<file path="src/rtl/sync_fifo_flags.sv">
// Single-clock FIFO with occupancy count, programmable almost-full/almost-empty flags
// and overflow/underflow pulses. Define FIFO_FWFT_EN for first-word-fall-through reads.
module sync_fifo_flags #(
    parameter int DATA_WIDTH = 10,
    parameter int ADDR_WIDTH = 8,
    parameter int AF_LEVEL   = 2**ADDR_WIDTH - 2,
    parameter int AE_LEVEL   = 2
) (
    input  logic                  CLK,
    input  logic                  RST,
    input  logic [DATA_WIDTH-1:0] Din,
    input  logic                  WR_EN,
    input  logic                  RD_EN,
    output logic [DATA_WIDTH-1:0] Dout,
    output logic                  Valid,
    output logic                  Empty,
    output logic                  Full,
    output logic                  Almost_Empty,
    output logic                  Almost_Full,
    output logic [ADDR_WIDTH:0]   Count,
    output logic                  Overflow,
    output logic                  Underflow
);

    localparam int DEPTH = 2**ADDR_WIDTH;
    localparam logic [ADDR_WIDTH:0] DEPTH_CNT = (ADDR_WIDTH+1)'(DEPTH);
    localparam logic [ADDR_WIDTH:0] AF_CNT    = (ADDR_WIDTH+1)'(AF_LEVEL);
    localparam logic [ADDR_WIDTH:0] AE_CNT    = (ADDR_WIDTH+1)'(AE_LEVEL);

    generate
        if (ADDR_WIDTH < 1 || AF_LEVEL > DEPTH || AE_LEVEL >= DEPTH || AF_LEVEL < 0 || AE_LEVEL < 0) begin : g_bad_params
            $error("sync_fifo_flags: illegal ADDR_WIDTH/AF_LEVEL/AE_LEVEL combination");
        end
    endgenerate

    logic [DATA_WIDTH-1:0] mem [DEPTH];

    logic [ADDR_WIDTH-1:0] wr_ptr_q, wr_ptr_d;
    logic [ADDR_WIDTH-1:0] rd_ptr_q, rd_ptr_d;
    logic [ADDR_WIDTH:0]   count_q,  count_d;
    logic                  empty_q,  empty_d;
    logic                  full_q,   full_d;
    logic                  ae_q,     ae_d;
    logic                  af_q,     af_d;
    logic                  ovf_q,    ovf_d;
    logic                  udf_q,    udf_d;
    logic                  wr_ok;
    logic                  rd_ok;
    logic [DATA_WIDTH-1:0] head_word;

    // A write into a full FIFO is accepted only when a read frees the slot at the same edge.
    assign wr_ok     = WR_EN & (~full_q | RD_EN);
    assign rd_ok     = RD_EN & ~empty_q;
    assign head_word = mem[rd_ptr_q];

    always_comb begin
        wr_ptr_d = wr_ok ? wr_ptr_q + 1'b1 : wr_ptr_q;
        rd_ptr_d = rd_ok ? rd_ptr_q + 1'b1 : rd_ptr_q;
        count_d  = count_q;
        case ({wr_ok, rd_ok})
            2'b10:   count_d = count_q + 1'b1;
            2'b01:   count_d = count_q - 1'b1;
            default: count_d = count_q;
        endcase
        empty_d = (count_d == '0);
        full_d  = (count_d == DEPTH_CNT);
        ae_d    = (count_d <= AE_CNT);
        af_d    = (count_d >= AF_CNT);
        ovf_d   = WR_EN & full_q & ~RD_EN;
        udf_d   = RD_EN & empty_q;
    end

    // Storage has no reset so it maps onto block RAM.
    always_ff @(posedge CLK) begin
        if (wr_ok) begin
            mem[wr_ptr_q] <= Din;
        end
    end

    always_ff @(posedge CLK or negedge RST) begin
        if (!RST) begin
            wr_ptr_q <= '0;
            rd_ptr_q <= '0;
            count_q  <= '0;
            empty_q  <= 1'b1;
            full_q   <= 1'b0;
            ae_q     <= 1'b1;
            af_q     <= (AF_CNT == '0);
            ovf_q    <= 1'b0;
            udf_q    <= 1'b0;
        end else begin
            wr_ptr_q <= wr_ptr_d;
            rd_ptr_q <= rd_ptr_d;
            count_q  <= count_d;
            empty_q  <= empty_d;
            full_q   <= full_d;
            ae_q     <= ae_d;
            af_q     <= af_d;
            ovf_q    <= ovf_d;
            udf_q    <= udf_d;
        end
    end

`ifdef FIFO_FWFT_EN
    logic [DATA_WIDTH-1:0] hold_q;

    // Remembers the last head word shown so Dout is stable once the FIFO drains.
    always_ff @(posedge CLK or negedge RST) begin
        if (!RST) begin
            hold_q <= '0;
        end else if (!empty_q) begin
            hold_q <= head_word;
        end
    end

    assign Dout  = empty_q ? hold_q : head_word;
    assign Valid = ~empty_q;
`else
    logic [DATA_WIDTH-1:0] dout_q;
    logic                  valid_q;

    always_ff @(posedge CLK or negedge RST) begin
        if (!RST) begin
            dout_q  <= '0;
            valid_q <= 1'b0;
        end else begin
            valid_q <= rd_ok;
            if (rd_ok) begin
                dout_q <= head_word;
            end
        end
    end

    assign Dout  = dout_q;
    assign Valid = valid_q;
`endif

    assign Empty        = empty_q;
    assign Full         = full_q;
    assign Almost_Empty = ae_q;
    assign Almost_Full  = af_q;
    assign Count        = count_q;
    assign Overflow     = ovf_q;
    assign Underflow    = udf_q;

endmodule

</file>
<file path="config.mk">
export PLATFORM = sky130hd
export DESIGN_NAME = sync_fifo_flags
export DESIGN_NICKNAME = d
export VERILOG_FILES = /design/src/rtl/sync_fifo_flags.sv
export SDC_FILE = /design/constraint.sdc
export NUM_CORES = 2
export LEC_CHECK = 0
export BUFFER_PORTS_ARGS = -buffer_cell sky130_fd_sc_hd__buf_4
export CORE_MARGIN = 3
export CORE_UTILIZATION = 57
export CTS_CLUSTER_SIZE = 10
export DETAILED_ROUTE_END_ITERATION = 6
export PLACE_DENSITY = 0.76
export SETUP_SLACK_MARGIN = 0.15
export SYNTH_ARGS = -nofsm -noshare
export SYNTH_HDL_FRONTEND = slang
export SYNTH_SLANG_ARGS = --single-unit
</file>
<file path="constraint.sdc">
create_clock -name CLK -period 3.6 [get_ports CLK]
set_input_delay 0.72 -clock CLK [delete_from_list [all_inputs] [get_ports CLK]]
set_output_delay 0.72 -clock CLK [all_outputs]
set_load 0.01 [all_outputs]
</file>
==> qor.csv <==
stage,metric,value,unit
status,status,finished clean,
min_path,hp-class,input port to flip-flop,
power_and_ir_drop,clkPwrFrac,0.303,
power_and_ir_drop,power.internal,60.8,mW
global_route,grt_start_max_net_pins,149,
setup_path,path_buf_inv,3,
setup_path,crit_path_end,Dout[9]$_DFFE_PN0P_,
floorplan,initial_core_util,0.576,
setup_path,start_kind,flip-flop,
synthesis,synth_nets,5015,
setup_path,r2r_end,Dout[9]$_DFFE_PN0P_,
clocking,worstSkewPairLatency,0.94,ns
route,wl_per_cell,34.5,um
synthesis,ys_seq_area_frac,0.765,
setup_path,reg2reg_depth,9,
route,drtPass1Iterations,6,
power_and_ir_drop,power.density,764,nW/um^2
synthesis,synth_edf_count,2560,
floorplan,ios,40,
clocking,cts_tree,yes,
global_route,grt_use_total,0.304,
setup_path,path_class,flip-flop to flip-flop,
route,drt-vias-per-instance,6.91,
setup_path,crit_cells,9,
place,finalWeightedCongestion,0.898,
sta,fmax,288,MHz
route,drt_iter0_drc,9070,
setup_path,crit_top_cell,buf_12,
sta,skew,0.0591,ns
setup_path,arrival,4.28,ns
global_route,met1_usage,0.412,
synthesis,ys_seq_elements,2602,
clocking,clkTransAtPathRegs,0.05,ns
power_and_ir_drop,p_seq_frac,0.388,
power_and_ir_drop,ir_drop,577,uV
finish,final_net_count,5625,
setup_path,timing.reg2reg.setup_slack,0.13,ns
floorplan,fp.dieW,429,um
floorplan,dieArea,184000,sq um
setup_path,r2r_start,rd_ptr_q[1]$_DFFE_PN0P_,
synthesis,syn_inst,4993,
synthesis,synthArstFlopShare,0.0161,
clocking,cts-root-buf,clkbuf_16,
global_route,met3_usage,0.0918,
floorplan,core,177000,sq um
setup_path,crit_chain,buf_12 -> buf_12 -> buf_4 -> mux4_2 -> mux2i_1 -> a21oi_1 -> o21ai_0 -> nor4_1 -> a211o_1,
route,finalWirelength,277000,um
route,antenna_left,0,
finish,stdcell_count,8032,
sta,period_needed,3.47,ns
finish,drive_gt1_frac,0.262,
setup_path,cp_slowest_cell,dfrtp_4,
sta,setup_viol_count_final,0,
global_route,grt_pass1_vias,55100,
power_and_ir_drop,total_leakage_power,38.3,nW
synthesis,synth_flop_cell,edfxtp_1,
finish,syn2layout_area_growth,14.7,%
floorplan,die_h,429,um
sta,hold_viol,0,
place,detailed_place_hpwl,170000,um
global_route,antenna_found_initial,13,
setup_path,max_stage_delay,0.74,ns
clocking,cts_buffers,313,
sta,worst_pin_slew,1.19,ns
synthesis,synth_area,102000,sq um
power_and_ir_drop,power.total,89.3,mW
setup_path,worstSetupEndpointType,flip-flop,
setup_path,crit_required,4.41,ns
place,io_buffers,39,
setup_path,crit_family,compound AO/OA/AOI/OAI gates,
route,vias,55500,
global_route,grt.overflow.total,0,
clocking,cts.sinks,2602,
synthesis,synth_warnings,0,
sta,rsz0062_at_grt,false,
setup_path,crit_fanout,27,
route,drc,0,
clocking,htree_num_levels,5,
run,cap_violations,0,
sta,slew_headroom,0.203,
sta,drv_slew,0,
power_and_ir_drop,p_sw_frac,0.318,
sta,timing.hold.ws,0.0444,ns
global_route,busiest_layer,met2,
synthesis,synth.distinct_cells,76,
power_and_ir_drop,p_sw,28.4,mW
synthesis,synth_area_per_cell,20.4,sq um
clocking,cts.path.max_buffers,4,
global_route,grt_use_met2,0.454,
sta,period_share,0.963,
floorplan,rows,154,
global_route,grt_pass1_wl,401000,um
setup_path,crit_start,rd_ptr_q[1]$_DFFE_PN0P_,
power_and_ir_drop,combPwrFrac,0.310,
place,placed_cells,7626,
==> stage by stage <==
| step | setup WS (ns) | setup TNS (ns) | utilization | area [sq um] |
|---|---|---|---|---|
| 2_1_floorplan | 0.171 | 0 | - | 102000 |
| 3_3_place_gp | -0.182 | -0.212 | 0.613 | 108000 |
| 3_5_place_dp | -0.206 | -0.206 | 0.613 | 108000 |
| 4_1_cts | 0.184 | 0 | 0.660 | 117000 |
| 5_1_grt | 0.165 | 0 | 0.661 | 117000 |
| 6_report | 0.133 | 0 | 0.661 | 117000 |
==> cell type report <==
cell class	instances	area, sq um
inverters	17	72.6
fillers	10900	60000
clock buffers	380	8290
flip-flops and latches	2602	77900
diodes	14	35.0
repair buffers	605	5450
multi-input cells	2064	22100
well taps	2340	2930
clock inverters	10	90.1
==> synth_stat cells (56+ instances only) <==
library cell	instances	share of area
nand3_1	56	0.0028
mux4_2	502	0.11
a21oi_1	116	0.0057
nor2_1	323	0.012
o221ai_1	137	0.012
buf_2	60	0.0029
o22ai_1	89	0.0055
clkbuf_1	134	0.0049
edfxtp_1	2560	0.75
mux2i_1	373	0.037
nand2_1	103	0.0038
buf_6	69	0.0076
==> power groups by stage <==
| stage | combinational [mW] | clock, mW | sequential (mW) |
|---|---|---|---|
| after floorplan | 16.6 | 0 | 34.6 |
| after global placement | 26.4 | 0 | 35.1 |
| after detailed placement | 26.7 | 0 | 35.2 |
| after CTS | 27.1 | 27.3 | 34.5 |
| after global routing | 28.5 | 28.4 | 34.6 |
| final | 27.6 | 27.0 | 34.6 |
==> repair_timing <==
action,CTS,global route
pin swaps,0,2
setup buffers,1,0
hold buffers,1,0
setup endpoints to repair,3,4
endpoints found under the hold margin,40,0
resized for setup,7,9
==> worst register-to-register path, stage by stage (launching register included) <==
cell     delay [ns]
dfrtp_4        0.74
buf_12         0.27
buf_12         0.24
buf_4          0.25
mux4_2         0.52
mux2i_1        0.30
a21oi_1        0.16
o21ai_0        0.45
nor4_1         0.13
a211o_1        0.29
==> placed cells by master, fill, tap and decap left out, types with 35 or more instances in the layout <==
cell,n
buf_4,525
nor2_1,322
buf_12,66
mux4_2,502
dfrtp_1,35
nor3_1,51
nand3_1,52
edfxtp_1,2560
a21oi_1,116
o22ai_1,89
o21ai_0,50
clkbuf_1,57
nand2_1,102
clkbuf_16,322
mux2i_1,373
o221ai_1,136
==> sequential cells by signal, summed over array words and instances (netlist names) <==
register      count
rd_ptr_q          8
Valid             1
mem            2560
Almost_Empty      1
Count             9
Empty             1
Dout             10
Underflow         1
Almost_Full       1
Overflow          1
Full              1
wr_ptr_q          8
==> routing by layer <==
layer	part of all wire	wire (um)	vias to the layer above
met3	0.13	37200	832
met1	0.35	96600	28500
met2	0.46	128000	4289
li1	-	-	21800
met5	0.00029	81	-
met4	0.055	15200	12
==> kinds of logic after synthesis <==
family,count (synthesis),share of synthesized area
AO/OA/AOI/OAI,525,0.0359
XOR/XNOR,23,0.00198
adder cells (fa/ha/maj),8,0.000982
buffers and inverters,327,0.0196
flip-flops,2602,0.765
multiplexers,890,0.150
AND/OR/NAND/NOR,618,0.0263
==> how the worst min path moves through the flow <==
stage	startpoint	to	slack (ns)	cells past startpoint
floorplan	RST	Almost_Full$_DFF_PN0_	0.42	0
global placement	wr_ptr_q[5]$_DFFE_PN0P_	wr_ptr_q[5]$_DFFE_PN0P_	0.52	1
detailed placement	wr_ptr_q[5]$_DFFE_PN0P_	wr_ptr_q[5]$_DFFE_PN0P_	0.52	1
CTS	RD_EN	Underflow$_DFF_PN0_	0.0004	2
global route	WR_EN	Overflow$_DFF_PN0_	0.02	3
finish	RD_EN	Underflow$_DFF_PN0_	0.04	2
Note: power is estimated with default switching activity, not from simulation.
